$ cat config.mk
export PLATFORM = sky130hd
export DESIGN_NAME = ifft8_stream_flat
export DESIGN_NICKNAME = d
export VERILOG_FILES = /design/src/rtl/fft_pkg.sv /design/src/rtl/ifft8_stream_if.sv /design/src/rtl/ifft_twiddle_mul.sv /design/src/rtl/ifft8_stream.sv /design/src/flat_wrapper.sv
export SDC_FILE = /design/constraint.sdc
export NUM_CORES = 2
export LEC_CHECK = 0
export CORE_ASPECT_RATIO = 1.4
export CORE_MARGIN = 2
export CORE_UTILIZATION = 40
export CTS_BUF_LIST = sky130_fd_sc_hd__clkbuf_4 sky130_fd_sc_hd__clkbuf_8
export DETAILED_ROUTE_END_ITERATION = 12
export PLACE_DENSITY = 0.52
export SYNTH_ARGS = -nofsm -noshare
export SYNTH_HDL_FRONTEND = slang
export SYNTH_SLANG_ARGS = --single-unit
$ cat constraint.sdc
create_clock -name clk -period 29 [get_ports clk]
set_input_delay 4.35 -clock clk [delete_from_list [all_inputs] [get_ports clk]]
set_output_delay 4.35 -clock clk [all_outputs]
set_load 0.005 [all_outputs]
$ cat src/rtl/fft_pkg.sv
// Shared constants, state type and index helper for the 8-point FFT/IFFT datapaths.
package fft_pkg;

  localparam int FRAC = 8;
  localparam logic [15:0] C0707 = 16'd180;

  typedef enum logic [2:0] {LOAD, S1, S2, S3, OUT} state_t;

  function automatic logic [2:0] bitrev3(input logic [2:0] i);
    return {i[0], i[1], i[2]};
  endfunction

endpackage

$ cat src/rtl/ifft8_stream_if.sv
// Input/output sample streams of the 8-point IFFT block.
interface ifft8_stream_if #(parameter int DW = 16);

  logic                 in_valid;
  logic                 in_ready;
  logic signed [DW-1:0] in_real;
  logic signed [DW-1:0] in_imag;
  logic                 out_valid;
  logic                 out_ready;
  logic signed [DW-1:0] out_real;
  logic signed [DW-1:0] out_imag;
  logic                 out_last;
  logic                 busy;

  modport master (
    output in_valid, in_real, in_imag, out_ready,
    input  in_ready, out_valid, out_real, out_imag, out_last, busy
  );

  modport slave (
    input  in_valid, in_real, in_imag, out_ready,
    output in_ready, out_valid, out_real, out_imag, out_last, busy
  );

endinterface

$ cat src/rtl/ifft_twiddle_mul.sv
// Combinational multiply by W^-1 = c(1+j) (sel=0) or W^-3 = c(-1+j) (sel=1).
module ifft_twiddle_mul
  import fft_pkg::*;
#(
  parameter int IW = 19
) (
  input  logic signed [IW-1:0] re,
  input  logic signed [IW-1:0] im,
  input  logic                 sel,
  output logic signed [IW-1:0] re_out,
  output logic signed [IW-1:0] im_out
);

  // Sign-magnitude multiply by c so the result truncates toward zero.
  function automatic logic signed [IW-1:0] cmul(input logic signed [IW-1:0] x);
    logic [IW-1:0]      mag;
    logic [IW+FRAC-1:0] prod;
    logic [IW-1:0]      q;
    mag  = x[IW-1] ? $unsigned(-x) : $unsigned(x);
    prod = (IW+FRAC)'(mag) * (IW+FRAC)'(C0707);
    q    = IW'(prod >> FRAC);
    return x[IW-1] ? -$signed(q) : $signed(q);
  endfunction

  logic signed [IW-1:0] sum;
  logic signed [IW-1:0] dif;

  // (a+jb)(1+j) = (a-b) + j(a+b);  (a+jb)(-1+j) = -(a+b) + j(a-b)
  always_comb begin
    sum = re + im;
    dif = re - im;
    if (!sel) begin
      re_out = cmul(dif);
      im_out = cmul(sum);
    end else begin
      re_out = -cmul(sum);
      im_out = cmul(dif);
    end
  end

endmodule

$ cat src/rtl/ifft8_stream.sv
// 8-point radix-2 DIT inverse FFT, one butterfly stage per clock, streaming in/out.
module ifft8_stream
  import fft_pkg::*;
#(
  parameter int DW = 16,
  parameter int GW = 3
) (
  input  logic           clk,
  input  logic           rst,
  ifft8_stream_if.slave  s
);

  localparam int IW = DW + GW;

  state_t               state;
  logic [2:0]           cnt;
  logic signed [IW-1:0] mem_re [8];
  logic signed [IW-1:0] mem_im [8];
  logic signed [IW-1:0] stg_re [8];
  logic signed [IW-1:0] stg_im [8];
  logic signed [IW-1:0] t5_re, t5_im, t7_re, t7_im;

  ifft_twiddle_mul #(.IW(IW)) u_tw5 (
    .re(mem_re[5]), .im(mem_im[5]), .sel(1'b0), .re_out(t5_re), .im_out(t5_im)
  );

  ifft_twiddle_mul #(.IW(IW)) u_tw7 (
    .re(mem_re[7]), .im(mem_im[7]), .sel(1'b1), .re_out(t7_re), .im_out(t7_im)
  );

  // Next-buffer contents for the butterfly stage selected by the current state.
  always_comb begin
    stg_re = mem_re;
    stg_im = mem_im;
    case (state)
      S1: begin
        for (int unsigned g = 0; g < 4; g++) begin
          stg_re[3'(2*g)]   = mem_re[3'(2*g)] + mem_re[3'(2*g+1)];
          stg_im[3'(2*g)]   = mem_im[3'(2*g)] + mem_im[3'(2*g+1)];
          stg_re[3'(2*g+1)] = mem_re[3'(2*g)] - mem_re[3'(2*g+1)];
          stg_im[3'(2*g+1)] = mem_im[3'(2*g)] - mem_im[3'(2*g+1)];
        end
      end
      S2: begin
        for (int unsigned g = 0; g < 2; g++) begin
          stg_re[3'(4*g)]   = mem_re[3'(4*g)] + mem_re[3'(4*g+2)];
          stg_im[3'(4*g)]   = mem_im[3'(4*g)] + mem_im[3'(4*g+2)];
          stg_re[3'(4*g+2)] = mem_re[3'(4*g)] - mem_re[3'(4*g+2)];
          stg_im[3'(4*g+2)] = mem_im[3'(4*g)] - mem_im[3'(4*g+2)];
          // +j twiddle: j(a+jb) = -b + ja
          stg_re[3'(4*g+1)] = mem_re[3'(4*g+1)] - mem_im[3'(4*g+3)];
          stg_im[3'(4*g+1)] = mem_im[3'(4*g+1)] + mem_re[3'(4*g+3)];
          stg_re[3'(4*g+3)] = mem_re[3'(4*g+1)] + mem_im[3'(4*g+3)];
          stg_im[3'(4*g+3)] = mem_im[3'(4*g+1)] - mem_re[3'(4*g+3)];
        end
      end
      S3: begin
        stg_re[0] = mem_re[0] + mem_re[4];
        stg_im[0] = mem_im[0] + mem_im[4];
        stg_re[4] = mem_re[0] - mem_re[4];
        stg_im[4] = mem_im[0] - mem_im[4];
        stg_re[1] = mem_re[1] + t5_re;
        stg_im[1] = mem_im[1] + t5_im;
        stg_re[5] = mem_re[1] - t5_re;
        stg_im[5] = mem_im[1] - t5_im;
        stg_re[2] = mem_re[2] - mem_im[6];
        stg_im[2] = mem_im[2] + mem_re[6];
        stg_re[6] = mem_re[2] + mem_im[6];
        stg_im[6] = mem_im[2] - mem_re[6];
        stg_re[3] = mem_re[3] + t7_re;
        stg_im[3] = mem_im[3] + t7_im;
        stg_re[7] = mem_re[3] - t7_re;
        stg_im[7] = mem_im[3] - t7_im;
      end
      default: ;
    endcase
  end

  // Control: load 8 samples, three butterfly stages, then drain 8 results.
  always_ff @(posedge clk) begin
    if (rst) begin
      state <= LOAD;
      cnt   <= '0;
    end else begin
      case (state)
        LOAD: if (s.in_valid) begin
          cnt <= cnt + 3'd1;
          if (cnt == 3'd7) state <= S1;
        end
        S1: state <= S2;
        S2: state <= S3;
        S3: state <= OUT;
        OUT: if (s.out_ready) begin
          cnt <= cnt + 3'd1;
          if (cnt == 3'd7) state <= LOAD;
        end
        default: state <= LOAD;
      endcase
    end
  end

  // Working buffer: bit-reversed sample writes during LOAD, in-place stage updates after.
  always_ff @(posedge clk) begin
    if (state == LOAD && s.in_valid) begin
      mem_re[bitrev3(cnt)] <= {{GW{s.in_real[DW-1]}}, s.in_real};
      mem_im[bitrev3(cnt)] <= {{GW{s.in_imag[DW-1]}}, s.in_imag};
    end else if (state inside {S1, S2, S3}) begin
      mem_re <= stg_re;
      mem_im <= stg_im;
    end
  end

  // Stream outputs; the 1/8 scaling is an arithmetic shift of the stored word.
  always_comb begin
    s.in_ready  = (state == LOAD);
    s.busy      = (state != LOAD);
    s.out_valid = (state == OUT);
    s.out_last  = (state == OUT) && (cnt == 3'd7);
    s.out_real  = '0;
    s.out_imag  = '0;
    if (state == OUT) begin
      s.out_real = DW'(mem_re[cnt] >>> GW);
      s.out_imag = DW'(mem_im[cnt] >>> GW);
    end
  end

endmodule

$ cat src/flat_wrapper.sv
// flat-port wrapper written by rule: the top's interface ports become plain ports
module ifft8_stream_flat import fft_pkg::*;
#(
  parameter int DW = 16,
  parameter int GW = 3
)
  (clk, rst, s_in_valid, s_in_real, s_in_imag, s_out_ready, s_in_ready, s_out_valid, s_out_real, s_out_imag, s_out_last, s_busy);
  ifft8_stream_if #(.DW(DW)) s_i ();
  input  logic clk;
  input  logic rst;
  input wire logic [$bits(s_i.in_valid)-1:0] s_in_valid;
  input wire logic [$bits(s_i.in_real)-1:0] s_in_real;
  input wire logic [$bits(s_i.in_imag)-1:0] s_in_imag;
  input wire logic [$bits(s_i.out_ready)-1:0] s_out_ready;
  output wire logic [$bits(s_i.in_ready)-1:0] s_in_ready;
  output wire logic [$bits(s_i.out_valid)-1:0] s_out_valid;
  output wire logic [$bits(s_i.out_real)-1:0] s_out_real;
  output wire logic [$bits(s_i.out_imag)-1:0] s_out_imag;
  output wire logic [$bits(s_i.out_last)-1:0] s_out_last;
  output wire logic [$bits(s_i.busy)-1:0] s_busy;
  assign s_i.in_valid = s_in_valid;
  assign s_i.in_real = s_in_real;
  assign s_i.in_imag = s_in_imag;
  assign s_i.out_ready = s_out_ready;
  assign s_in_ready = s_i.in_ready;
  assign s_out_valid = s_i.out_valid;
  assign s_out_real = s_i.out_real;
  assign s_out_imag = s_i.out_imag;
  assign s_out_last = s_i.out_last;
  assign s_busy = s_i.busy;
  ifft8_stream #(.DW(DW), .GW(GW)) u_core (.clk(clk), .rst(rst), .s(s_i));
endmodule
-- After elaboration in Yosys (flattened, before gate mapping)
Index checks and enable logic that the tools add are counted.
- bits in registers: 310
- input bits: 36
- word-level logic and storage cells: 144
- output and inout bits: 36
- multipliers: 4
- reduce and logical (&&, ||, !) cells: 12
- bitwise operators: 2
- equal/unequal tests: 9
- $lt $le $gt $ge: 3
- add/subtract/negate cells: 62
- mux-type cells: 34
- operators by type and width (kind ; count):
    $pmux 152 s3 ; 2
    $mux 152 ; 4
    $add 19x19->19 ; 26
    $sub 19x19->19 ; 26
    $bwmux 152 ; 2
    $mux 19 ; 13
    $neg 19->19 ; 9
    $bmux 19 s3 ; 2
    $mul 19x6->25 const B ; 4
    $demux 19 s3 ; 1
    $mux 16 ; 2
    $mux 3 ; 6
    $pmux 3 s5 ; 1
    $ge 4x4->1 const B ; 2
    $not 3->4 ; 2
    $eq 3x2->1 const B ; 2
    $eq 3x3->1 const B ; 2
    $pmux 3 s2 ; 1
    $reduce_bool 3->1 ; 2
    $lt 4x1->1 const B ; 1
    $ne 2x1->1 const B ; 2
    $ne 2x2->1 const B ; 2
    $reduce_and 4->1 ; 1
    $reduce_bool 2->1 ; 2
    7 further kinds ; 9

-- Logic depth before layout (Yosys ltp)
- depth after elaboration: 11
- mapped depth: 48
- gate-level depth less buffers: 45

-- Hierarchy
Synthesis repeated with hierarchy kept, for this count alone.
- cells, all modules: 8967
- area, all modules: 69253.9 µm²
- modules (own cells, without submodules) (module ; cells each ; times used ; seq. area each (µm²) ; area an instance (µm²)):
    ifft8_stream ; 6639 ; 1 ; 9248.9 ; 51657.0
    ifft_twiddle_mul at u_core.u_tw7 ; 1177 ; 1 ; 0.0 ; 8972.4
    ifft_twiddle_mul at u_core.u_tw5 ; 1151 ; 1 ; 0.0 ; 8624.5

-- Worst setup path after synthesis
No wires, ideal clock.
- path kind: flip-flop to flip-flop
- start point: register u_core.mem_im[1] (netlist bit)
- end point: register u_core.mem_im[18] (netlist bit) (data pin)
- buffers on the path: 4
- period minus slack after synthesis: 9678 ps
- arrival: 9406 ps
- stages on the path, launching flop included: 46
- data required time: 28728 ps
- setup time: 272 ps
- path slack: 19322 ps
- cell sequence: edfxtp_1 > inv_1 > fa_1 > a21o_1 > a21oi_1 > o21a_1 > o21bai_1 > a31o_2 > a211oi_1 > o21a_1 > or3_1 > and3_1 > clkbuf_1 > clkbuf_1 > buf_1 > nor2_1 > xnor2_1 > ha_1 > [10 not listed] > nand2_1 > or2_2 > a21o_1 > or2_2 > a22oi_1 > o22ai_1 > xnor2_1 > ha_1 > clkbuf_1 > a21oi_1 > or2_2 > a31oi_1 > o21ai_0 > a21oi_1 > o21bai_1 > a21oi_1 > xnor2_1 > o211ai_1
- longest elaborated chain between the ends: 10
- elaborated cells on any way between the ends: 11
- those cells by class: add/sub (5); mul (1); mux (5)
- ends and longest elaborated chain (element ; RTL line ; RTL):
    start: declaration ; ifft8_stream.sv:18 ; logic signed [IW-1:0] mem_im [8];
    start signal: indexed assignment ; ifft8_stream.sv:106 ; mem_im[bitrev3(cnt)] <= {{GW{s.in_imag[DW-1]}}, s.in_imag};
    start signal: assignment ; ifft8_stream.sv:109 ; mem_im <= stg_im;
    $sub 19x19->19 ; ifft_twiddle_mul.sv:31 ; dif = re - im;
    $neg 19->19 ; ifft_twiddle_mul.sv:19 ; mag = x[IW-1] ? $unsigned(-x) : $unsigned(x);
    $mux 19 ; ifft_twiddle_mul.sv:19 ;
    $mul 19x6->25 ; ifft_twiddle_mul.sv:20 ; prod = (IW+FRAC)'(mag) * (IW+FRAC)'(C0707);
    $neg 19->19 ; ifft_twiddle_mul.sv:22 ; return x[IW-1] ? -$signed(q) : $signed(q);
    $mux 19 ; ifft_twiddle_mul.sv:22 ;
    $sub 19x19->19 ; ifft8_stream.sv:73 ; stg_im[7] = mem_im[3] - t7_im;
    $pmux 152 s3 (*) ; ifft8_stream.sv:35 ; case (state)
    $mux 152 (*) ; ifft8_stream.sv:107 ; end else if (state inside {S1, S2, S3}) begin
    $mux 152 (*) ; ifft8_stream.sv:104 ; if (state == LOAD && s.in_valid) begin
Mark *: on every way between the ends. The rest lies on a longest branch, timed or not. The select of a mux whose other input is x is not followed.
A chain may end at the register's enable or synchronous reset.

-- Worst setup path after layout
- start point: register u_core.mem_re[38] (netlist bit)
- end point: register u_core.mem_re[132] (netlist bit) (data pin)
- longest elaborated chain between the ends: 10
- ends and longest elaborated chain (element ; RTL line ; RTL):
    start: declaration ; ifft8_stream.sv:17 ; logic signed [IW-1:0] mem_re [8];
    start signal: indexed assignment ; ifft8_stream.sv:105 ; mem_re[bitrev3(cnt)] <= {{GW{s.in_real[DW-1]}}, s.in_real};
    start signal: assignment ; ifft8_stream.sv:108 ; mem_re <= stg_re;
    $sub 19x19->19 (*) ; ifft_twiddle_mul.sv:31 ;
    $neg 19->19 ; - ;
    $mux 19 ; - ;
    $mul 19x6->25 ; - ;
    $neg 19->19 ; - ;
    $mux 19 (*) ; ifft_twiddle_mul.sv:22 ;
    $add 19x19->19 (*) ; ifft8_stream.sv:62 ; stg_re[1] = mem_re[1] + t5_re;
    $pmux 152 s3 (*) ; ifft8_stream.sv:35 ;
    $mux 152 (*) ; ifft8_stream.sv:107 ;
    $mux 152 (*) ; ifft8_stream.sv:104 ;
Marked as above.

==> impl_metrics.py <==
metrics = {
    "outcome": {
        "status": "finished with violations",
        "violations": "capacitance limit, slew limit",
    },
    "clocking": {
        "cts_repair_resize_count": 0,
        "clk_latency_ns": 0.81,
        "cts_buffers": 60,
        "path_clk_slew_ns": 0.07,
        "cts_tree": "done",
        "post_cts_buffers": 0,
        "root_buffer": "clkbuf_8",
        "cts_sinks": 310,
        "cts_max_path_buffers": 3,
        "cts_hold_buf": 0,
        "ctsHtreeMaxLevel": 2,
    },
    "sta": {
        "fin_tns_setup_ns": 0,
        "worstMarginPinSlew_ns": 1.49,
        "min_period_over_period": 0.416,
        "setup_viol": 0,
        "drv_slew": 1,
        "period_minus_slack_ns": 12.06,
        "fmax_ghz": 0.0829,
        "hold_viol": 0,
        "finClkSkew_ns": 0.0529,
        "grt_setup_unrepaired": "false",
        "slew_headroom": -0.00513,
    },
    "routing": {
        "wl_per_cell_um": 30.9,
        "ant_nets": 0,
        "vias": 67900,
        "dr.pass1.iters": 6,
        "vias_per_cell": 6.31,
        "drt_iter0_drc": 6617,
        "drc": 0,
        "wirelength_um": 332000,
    },
    "critical_path": {
        "start_kind": "flip-flop",
        "rrSetupSlack_ns": 16.94,
        "reg2reg_from": "u_core.mem_re[38]",
        "cp-end-kind": "flip-flop",
        "r2r_cells": 39,
        "r2r_end": "u_core.mem_re[132]",
        "cp_common_cell": "a21oi_1",
        "cp.arrival_ns": 12.58,
        "slowest_delay_ns": 0.65,
        "cp_slowest_cell": "nor4b_1",
        "crit_required_ns": 29.52,
        "path_max_fanout": 21,
        "critPathKind": "flip-flop to flip-flop",
    },
    "die": {
        "start_util": 0.401,
        "die_y_um": 486,
        "coreArea_um2": 166000,
        "row_count": 177,
        "pin_count": 72,
        "die-area_um2": 170000,
        "fp.dieW_um": 349,
    },
    "layout": {
        "final_util": 0.427,
        "area_growth_pct": 6.48,
        "fillers": 17100,
        "drive_above_1_share": 0.0501,
        "final_nets": 9691,
    },
    "power": {
        "power.density_nw_per_um2": 102,
        "power.leakage_nw": 30.5,
        "vdd_drop_max_mv": 0.0948,
    },
    "global_routing": {
        "grt_pass1_vias": 67500,
        "grt_max_degree": 135,
        "antenna_found_initial": 11,
        "grt_pass1_wl_um": 467000,
        "track_usage": 0.380,
        "gr-total-overflow": 0,
    },
    "logic_synthesis": {
        "ys_types": 118,
        "ys_seq_area_frac": 0.139,
        "syn-instance-count": 8660,
        "synth-edff-count": 304,
        "syn-num-nets": 9811,
        "syn_avg_cell_area_um2": 7.68,
        "synth_flop_cell": "edfxtp_1",
        "synth_async_sr_flop_share": 0,
        "yosysWarningCount": 0,
        "synth_area_um2": 66500,
        "ys_seq_elements": 310,
    },
    "placement": {
        "dp_hpwl_um": 266000,
        "port_buffers": 71,
        "gp_congestion": 0.995,
    },
    "hold_path": {
        "hold_path_depth": 2,
        "min_path_type": "flip-flop to flip-flop",
        "min-delay-start": "u_core.state[1]",
        "min_to": "u_core.state[0]",
    },
    "job": {
        "maxCapViolations": 2,
    },
}
## state kept, by name, indices dropped and copies added, names as in the netlist
name,flops
u_core.mem_im,152
u_core.state,3
u_core.cnt,3
u_core.mem_re,152
## stage by stage
stage / setup WS (ns) / instances / cell area, um^2 / power [mW] / hold slack [ns]
2_1_floorplan: 19.32 / 8660 / 66500 / 4.49 / 0.549
3_3_place_gp: 16.81 / 10600 / 69500 / 6.46 / 0.617
3_5_place_dp: 17.11 / 10600 / 69500 / 6.48 / 0.633
4_1_cts: 17.02 / 10700 / 70800 / 7.06 / 0.644
5_1_grt: 16.40 / 10700 / 70800 / 7.64 / 0.664
6_report: 16.94 / 10700 / 70800 / 7.20 / 0.648
## synthesized netlist by cell type, types with 27 or more instances
cell type / instances / share of area
o31ai_1: 74 / 0.0084
inv_1: 818 / 0.046
a22o_1: 38 / 0.0050
a21boi_0: 76 / 0.0086
o21bai_1: 98 / 0.011
or2_2: 36 / 0.0034
o31a_1: 39 / 0.0051
nor2b_1: 86 / 0.0081
a21o_1: 124 / 0.014
ha_1: 960 / 0.18
and2_1: 46 / 0.0043
mux4_2: 64 / 0.022
xor2_1: 221 / 0.029
nand2b_1: 93 / 0.0087
edfxtp_1: 304 / 0.14
o21ai_0: 725 / 0.055
mux2i_1: 76 / 0.011
a31oi_1: 81 / 0.0076
buf_1: 55 / 0.0031
nor3b_1: 27 / 0.0030
nor3_1: 266 / 0.020
xnor2_1: 581 / 0.077
nand3_1: 187 / 0.014
o211ai_1: 92 / 0.010
clkbuf_1: 274 / 0.015
nor2_1: 650 / 0.037
fa_1: 155 / 0.047
or3_1: 95 / 0.0089
and3_1: 97 / 0.0091
a21oi_1: 691 / 0.052
nand2_1: 824 / 0.047
o21a_1: 94 / 0.011
a211oi_1: 93 / 0.010
## worst max-delay path: cells and delay by family, from the launching register on
kind,cells,cell delay (ns)
flops,1,0.45
simple gates,8,2.64
compound gates,17,4.40
xor+xnor,2,1.06
fa+ha+maj,7,2.64
buf+inv,5,0.58
## area by class of cell
cell class | count | area, um^2 | share of cell area
Antenna cell | 9 | 22.5 | 0.000318
Clock buffer | 75 | 1000 | 0.0141
Clock inverter | 37 | 292 | 0.00412
Inverter | 823 | 3090 | 0.0436
Multi-Input combinational cell | 7158 | 52800 | 0.746
Sequential cell | 310 | 9260 | 0.131
Tap cell | 2148 | 2690 | 0.0380
Timing Repair Buffer | 187 | 1640 | 0.0232
## layout by cell type, fill, tap and decap left out, types with 94 or more instances in the layout
| master | netlist | final |
|---|---|---|
| a21o_1 | 124 | 124 |
| a21oi_1 | 691 | 691 |
| buf_4 | 22 | 110 |
| edfxtp_1 | 304 | 304 |
| fa_1 | 155 | 155 |
| ha_1 | 960 | 959 |
| inv_1 | 818 | 817 |
| nand2_1 | 824 | 815 |
| nand3_1 | 187 | 187 |
| nor2_1 | 650 | 647 |
| nor3_1 | 266 | 265 |
| o21a_1 | 94 | 94 |
| o21ai_0 | 725 | 724 |
| o21bai_1 | 98 | 95 |
| or3_1 | 95 | 95 |
| xnor2_1 | 581 | 579 |
| xor2_1 | 221 | 220 |
## layer usage
metal,share of wire,GRT usage
met2,0.47,0.643
met5,0.00015,0
met4,0.076,0.248
met3,0.086,0.0667
met1,0.37,0.440
## power breakdown
group,switching (mW),leakage [nW],total [mW],internal (mW)
logic,3.95,26.9,6.06,2.12
clock network,0.269,0.681,0.540,0.271
registers,0.0662,2.86,0.600,0.534
total,4.28,30.5,7.20,2.92
## how the worst max path moves through the flow
stage / slack, ns / start / cells after the start / endpoint
2_1_floorplan: 19.32 / u_core.mem_im[1] / 45 / u_core.mem_im[18]
3_3_place_gp: 16.81 / u_core.mem_im[0] / 36 / u_core.mem_re[17]
3_5_place_dp: 17.11 / u_core.mem_im[0] / 39 / u_core.mem_re[17]
4_1_cts: 17.02 / u_core.mem_im[0] / 39 / u_core.mem_re[17]
5_1_grt: 16.40 / u_core.mem_im[0] / 40 / u_core.mem_re[17]
6_report: 16.94 / u_core.mem_re[38] / 39 / u_core.mem_re[132]
## logic make-up (layout without fill, tap and decap cells)
group,Yosys count,count (layout),share of synthesized area
compound gates,2548,2548,0.243
mux,148,148,0.0345
other cells,0,9,0
xor+xnor,809,809,0.108
buf+inv,1192,1122,0.0691
fa+ha+maj,1115,1115,0.227
flops,310,310,0.139
simple gates,2538,2538,0.179
No activity file was read; power rests on OpenSTA's default activity.
